[config.mk]
export PLATFORM = sky130hd
export DESIGN_NAME = pwm_duty_meter
export DESIGN_NICKNAME = d
export VERILOG_FILES = /design/src/rtl/pwm_pkg.sv /design/src/rtl/pwm_chan_acc.sv /design/src/rtl/pwm_duty_meter.sv
export SDC_FILE = /design/constraint.sdc
export NUM_CORES = 1
export LEC_CHECK = 0
export CAP_MARGIN = 10
export CORE_UTILIZATION = 65
export CTS_CLUSTER_DIAMETER = 50
export DETAILED_ROUTE_END_ITERATION = 6
export PLACE_DENSITY_LB_ADDON = 0.1
export SLEW_MARGIN = 30
export SYNTH_ARGS = -nofsm -noshare
export SYNTH_HDL_FRONTEND = slang
export SYNTH_SLANG_ARGS = --single-unit
[constraint.sdc]
create_clock -name clk -period 4.35 [get_ports clk]
set_input_delay 0.435 -clock clk [delete_from_list [all_inputs] [get_ports clk]]
set_output_delay 0.435 -clock clk [all_outputs]
set_load 0.005 [all_outputs]
[src/rtl/pwm_pkg.sv]
// Shared constants for the PWM generator / duty-meter pair.
package pwm_pkg;
    localparam int PWM_CH     = 8;
    localparam int PWM_PERIOD = 101;
    localparam int PWM_CW     = 8;

    // Upstream generator duty settings, channel 0 in the low byte.
    localparam logic [PWM_CH-1:0][7:0] PWM_DUTY_TBL = {
        8'd80, 8'd70, 8'd60, 8'd50, 8'd40, 8'd30, 8'd20, 8'd10
    };

    typedef enum logic {IDLE, SEND} meter_state_e;
endpackage

[src/rtl/pwm_chan_acc.sv]
// One channel: registered PWM bit feeding a saturating high-cycle counter
// that restarts after each window end.
module pwm_chan_acc
    import pwm_pkg::*;
#(
    parameter int PERIOD = PWM_PERIOD,
    parameter int CW     = PWM_CW
) (
    input  logic          clk,
    input  logic          reset,
    input  logic          pwm_i,
    input  logic          win_end_i,
    output logic [CW-1:0] sum_o
);
    logic          pwm_q;
    logic [CW-1:0] acc_q, acc_d;

    // sum_o includes the current cycle's sample, so it is the window result at window end.
    always_comb begin
        sum_o = acc_q;
        if (pwm_q && acc_q != CW'(PERIOD)) sum_o = acc_q + 1'b1;
        acc_d = win_end_i ? '0 : sum_o;
    end

    always_ff @(posedge clk) begin
        if (reset) begin
            pwm_q <= 1'b0;
            acc_q <= '0;
        end else begin
            pwm_q <= pwm_i;
            acc_q <= acc_d;
        end
    end
endmodule

[src/rtl/pwm_duty_meter.sv]
// Measures per-channel PWM duty over a fixed window and streams the results
// out one channel per valid/ready beat.
module pwm_duty_meter
    import pwm_pkg::*;
#(
    parameter int CH     = PWM_CH,
    parameter int PERIOD = PWM_PERIOD,
    parameter int CW     = PWM_CW,
    localparam int CHW   = (CH > 1) ? $clog2(CH) : 1
) (
    input  logic           clk,
    input  logic           reset,
    input  logic [CH-1:0]  pwm_in,
    input  logic           clear_ovf,
    output logic           out_valid,
    input  logic           out_ready,
    output logic [CHW-1:0] out_ch,
    output logic [CW-1:0]  out_duty,
    output logic           overrun
);
    localparam int WW = (PERIOD > 1) ? $clog2(PERIOD) : 1;

    logic [WW-1:0]         win_cnt_q, win_cnt_d;
    logic                  win_end;
    logic [CH-1:0][CW-1:0] sum;
    logic [CH-1:0][CW-1:0] bank_q, bank_d;
    meter_state_e          state_q, state_d;
    logic [CHW-1:0]        out_ch_q, out_ch_d;
    logic                  overrun_q, overrun_d;
    logic                  hs, last, bank_free, load;

    assign win_end   = (win_cnt_q == WW'(PERIOD - 1));
    assign win_cnt_d = win_end ? '0 : win_cnt_q + 1'b1;

    for (genvar c = 0; c < CH; c++) begin : g_ch
        pwm_chan_acc #(.PERIOD(PERIOD), .CW(CW)) u_acc (
            .clk       (clk),
            .reset     (reset),
            .pwm_i     (pwm_in[c]),
            .win_end_i (win_end),
            .sum_o     (sum[c])
        );
    end

    // The bank may be reloaded in the same cycle its last beat is accepted.
    always_comb begin
        hs        = (state_q == SEND) && out_ready;
        last      = (out_ch_q == CHW'(CH - 1));
        bank_free = (state_q == IDLE) || (hs && last);
        load      = win_end && bank_free;

        state_d   = state_q;
        out_ch_d  = out_ch_q;
        bank_d    = bank_q;
        overrun_d = overrun_q;

        if (hs) begin
            if (last) begin
                state_d  = IDLE;
                out_ch_d = '0;
            end else begin
                out_ch_d = out_ch_q + 1'b1;
            end
        end
        if (load) begin
            bank_d   = sum;
            state_d  = SEND;
            out_ch_d = '0;
        end

        if (clear_ovf) overrun_d = 1'b0;
        if (win_end && !bank_free) overrun_d = 1'b1;
    end

    always_ff @(posedge clk) begin
        if (reset) begin
            win_cnt_q <= '0;
            bank_q    <= '0;
            state_q   <= IDLE;
            out_ch_q  <= '0;
            overrun_q <= 1'b0;
        end else begin
            win_cnt_q <= win_cnt_d;
            bank_q    <= bank_d;
            state_q   <= state_d;
            out_ch_q  <= out_ch_d;
            overrun_q <= overrun_d;
        end
    end

    assign out_valid = (state_q == SEND);
    assign out_ch    = out_ch_q;
    assign out_duty  = bank_q[out_ch_q];
    assign overrun   = overrun_q;
endmodule

**After elaboration in Yosys (flattened, before gate mapping)**

Index checks and enable logic that the tools add are counted.

- Output and inout port bits: 13
- Register bits after elaboration: 148
- Input port bits: 12
- Word-level logic and storage cells: 86

- Magnitude comparators: 1
- Bitwise gates (word level): 1
- Reduce and logical (&&, ||, !) cells: 20
- Add/subtract/negate cells: 10
- Mux-type cells: 16
- Equal/unequal tests: 10

Operators with widths:

| operator | count |
|---|---|
| two-way mux 8 bit | 9 |
| adder 8 x 1 -> 8 bit (second input constant) | 8 |
| inequality test 8 x 7 -> 1 bit (second input constant) | 8 |
| binary-select mux 8 bit (select 3 bit) | 1 |
| logical AND 1 bit | 12 |
| adder 7 x 1 -> 7 bit (second input constant) | 1 |
| == test 7 bit (second input constant) | 1 |
| nonzero test 2 bit | 3 |
| two-way mux 1 bit | 5 |
| less-than comparator 3 x 4 -> 1 bit (second input constant) | 1 |
| OR reduction 2 bit | 2 |
| adder 3 x 1 -> 3 bit (second input constant) | 1 |
| == test 3 bit (second input constant) | 1 |
| two-way mux 3 bit | 1 |
| AND reduction 2 bit | 1 |
| logical NOT 1 bit | 1 |
| logical OR 1 bit | 1 |
| inverter 1 bit | 1 |

**Depth between registers and ports, before layout**

- Depth in word-level cells: 6
- Mapped depth: 8
- Gate-level depth less buffers: 6

**Hierarchy**

A second synthesis with hierarchy kept.

- Cells, all modules: 817
- Area total of the unflattened synthesis: 8082.8 um^2

By module, submodules not included:

| module | area an instance (um^2) | cells an instance | sequential area each (um^2) | instances |
|---|---|---|---|---|
| pwm_duty_meter | 3903.7 | 368 | 1521.5 | 1 |
| pwm_chan_acc (g_ch[0].u_acc ...) | 521.8 | 56 | 180.2 | 7 |
| pwm_chan_acc (g_ch[6].u_acc) | 526.8 | 57 | 180.2 | 1 |

**Worst setup path after synthesis**

OpenSTA, ideal clock, no wires.

- Path type: flip-flop to output port
- From: register out_ch_q[0], in the netlist out_ch[0]
- To: output out_duty[0]
- Arrival time: 1624 ps
- Path buffers: 2
- Setup slack: 2291 ps
- Stages on the path, launching flop included: 5
- Data required time: 3915 ps
- Cells stage by stage: dfxtp_1 buf_2 buf_4 mux4_2 mux2_2

- Word-level cells in the longest chain between the ends: 2

RTL lines:

| element | RTL line | source |
|---|---|---|
| start: declaration | pwm_duty_meter.sv:28 | `logic [CHW-1:0] out_ch_q, out_ch_d;` |
| start signal: assignment | pwm_duty_meter.sv:86 | `out_ch_q <= out_ch_d;` |
| binary-select mux 8 bit (select 3 bit) | pwm_duty_meter.sv:93 | `assign out_duty = bank_q[out_ch_q];` |
| two-way mux 8 bit (implied by the code) | pwm_duty_meter.sv:93 |  |
| end: declaration | pwm_duty_meter.sv:18 | `output logic [CW-1:0] out_duty,` |

Every way passes these cells. The select of a mux whose other input is x is not followed.

**Worst setup path after layout**

- From: register out_ch_q[0], in the netlist out_ch[0]
- To: output out_duty[7]

Same word-level chain as after synthesis.

==> flow_summary.toml <==
[timing]
fin_worst_skew_ns = 0.0110
setup_viol = 0
finalCritPeriodShare_pct = 69.3
hold_viol_final = 0
slew_viol_final = 0
worstMarginPinSlew_ns = 0.928
timing.fmax_mhz = 332
period_needed_ns = 3.02
rsz0062_at_grt = "false"
worst_slack_ns = 1.33
setup_tns_ns = 0
slew_headroom_pct = 37.9

[global_route]
grt_pass1_wl_um = 22100
first_global_vias = 4563
grt_overflow_total = 0
grtUsageTotal_pct = 28.8
antenna_found_initial = 0
grt_max_degree = 68

[floorplanning]
die_h_um = 99.9
floorplan.die_area_um2 = 9970
core-area_um2 = 9240
num_rows = 35
ios = 25
initial_utilization_pct = 67.4
die_w_um = 99.9

[run]
max-cap-violations = 0

[worst_setup_path]
crit_family = "multiplexers"
path_cells = "mux4_2 -> mux2_2 -> clkdlybuf4s50_1"
cp.required_ns = 3.91
cp_num_buf_inv = 1
crit_path_end_kind = "primary output"
critPathSlowestCell = "dfxtp_2"
path_class = "flop to primary output"
cp.arrival_ns = 2.58
cpPeakStageDelay_ns = 0.71
cp-start-kind = "flop"
cp_max_fo = 20

[routing]
wl_per_cell_um = 16.3
firstDrtPassIters = 4
num_vias = 4706
drtIter0Drc = 240
vias_per_cell = 5.80
drcViolationCount = 0
routed_wl_um = 13200
final_antenna_net_count = 0

[cells_and_area]
antenna_cells = 0
stdcell_count = 811
final_cell_area_um2 = 7110
drive_gt1_share_pct = 13.6
fin_nets = 701
area_delta_synth_final_pct = 14.2

[min_path]
hold_class = "input port to flop"

[power_and_ir_drop]
p_total_mw = 2.93
powerDensity_nw_per_um2 = 412
irDropWorstVdd_v = 0.000523
leakagePower_nw = 2.55

[cts]
cts_tree = "built"
htreeDepth = 4
clkTransAtPathRegs_ns = 0.07
clk_latency_ns = 0.53
numCtsBuffers = 17
cts-resized-gates = 0
clock-sinks = 148
clk_path_buf_depth = 2
cts_hold_buf = 0
post_cts_buffers = 0
root_buffer = "clkbuf_8"

[synth]
yosysMostFrequentCell = "dfxtp_1"
syn_nets = 683
ys_ff_latch = 148
synth_enable_flop_cells = 0
ys_seq_area_share_pct = 47.6
ys_warn_count = 0
ys_types = 42
synthDominantCellAreaShare_pct = 47.6
synth.avg_cell_area_um2 = 9.56
synth_common_cells = "dfxtp_1 (148), nand2_1 (91), nor2_1 (82)"
synth_area_um2 = 6220
synthArstFlopShare_pct = 0
synth_area_leaders = "dfxtp_1 (48%), mux4_2 (5.8%), nand2_1 (5.5%), nor2_1 (4.9%), ha_1 (4.0%)"
ys.flop_type = "dfxtp_1"
synth_top_area_cell = "dfxtp_1"
synthCells = 651

[placed_design]
gp_congestion = 0.900
placed_cells = 779
hpwl_um = 8950
place_area_um2 = 6520
dp_slack_ns = 1.50
port_buffers = 24

[run_status]
outcome = "completed"
## state kept, by name, indices dropped and copies added (netlist names)
register,flops
out_ch,3
overrun,1
g_ch.u_acc.acc_q,64
out_valid,1
g_ch.u_acc.pwm_q,8
bank_q,64
win_cnt_q,7
## final timing paths
check,startpoint,endpoint,slack (ns),depth (start not counted)
max,out_ch[0],out_duty[7],1.33,3
min,pwm_in[2],g_ch[2].u_acc.pwm_q,0.45,2
max reg2reg,out_ch[1],bank_q[34],1.79,5
min reg2reg,bank_q[63],bank_q[63],0.45,2
## layout by cell type (no fill, tap or decap), types with 3 or more instances in the layout
| cell type | count |
|---|---|
| dfxtp_1 | 147 |
| nand2_1 | 91 |
| nor2_1 | 82 |
| o21ai_0 | 33 |
| a21oi_1 | 26 |
| xnor2_1 | 24 |
| clkdlybuf4s50_1 | 24 |
| xor2_1 | 21 |
| ha_1 | 20 |
| nand4_1 | 19 |
| o21ai_2 | 19 |
| nor2b_1 | 17 |
| mux4_2 | 16 |
| mux2_2 | 16 |
| clkbuf_16 | 16 |
| inv_1 | 15 |
| nor3_1 | 12 |
| and3_1 | 7 |
| o31ai_1 | 7 |
| nand3_1 | 7 |
| inv_6 | 7 |
| a22o_1 | 6 |
| nand4bb_1 | 5 |
| or3_1 | 5 |
| and2_1 | 5 |
| o21ai_1 | 4 |
| a21boi_0 | 3 |
## final cells by class
| class | count | area, um2 |
|---|---|---|
| timing repair buffer | 26 | 255 |
| inverter | 15 | 56.3 |
| clock buffer | 18 | 428 |
| fill | 635 | 2130 |
| tap | 129 | 161 |
| multi-input combinational | 461 | 3080 |
| sequential | 148 | 2960 |
| clock inverter | 14 | 161 |
## power by group
group | switching (mW) | internal, mW | leakage (nW) | total (mW)
Clock | 0.606 | 0.850 | 0.292 | 1.46
Combinational | 0.0516 | 0.0341 | 1.06 | 0.0857
Sequential | 0.0187 | 1.37 | 1.20 | 1.39
## metal layers
layer,track usage [%],vias up,wire [um]
met3,6.82,28,559
met4,13.1,0,371
met1,37.4,2284,6020
li1,-,2286,-
met2,45.8,108,6290
met5,0,-,0
## cells by family (layout without fill, tap and decap cells)
| family | after synthesis | count (layout) | synth area share (%) |
|---|---|---|---|
| flip-flops | 148 | 148 | 47.6 |
| XOR/XNOR | 45 | 45 | 6.33 |
| AND/OR/NAND/NOR | 257 | 257 | 19.3 |
| multiplexers | 32 | 32 | 8.68 |
| AO/OA/AOI/OAI | 107 | 107 | 10.9 |
| buffers and inverters | 42 | 73 | 3.12 |
| adder cells (fa/ha/maj) | 20 | 20 | 4.02 |
## worst reg2reg max path, cell delays in order, from the launching register on
cell and delay [ns]:
dfxtp_1 0.84, ha_1 0.29, ha_1 0.20, a21boi_0 0.16, or3_4 0.64, o31ai_1 0.35
## through the flow
| step | hold WS [ns] | util [%] |
|---|---|---|
| floorplan | 0.420 | - |
| global placement | 0.438 | 70.6 |
| detailed placement | 0.442 | 70.6 |
| CTS | 0.445 | 77.0 |
| global route | 0.454 | 77.0 |
| finish | 0.453 | 77.0 |
Note: power is estimated with default switching activity, not from simulation.
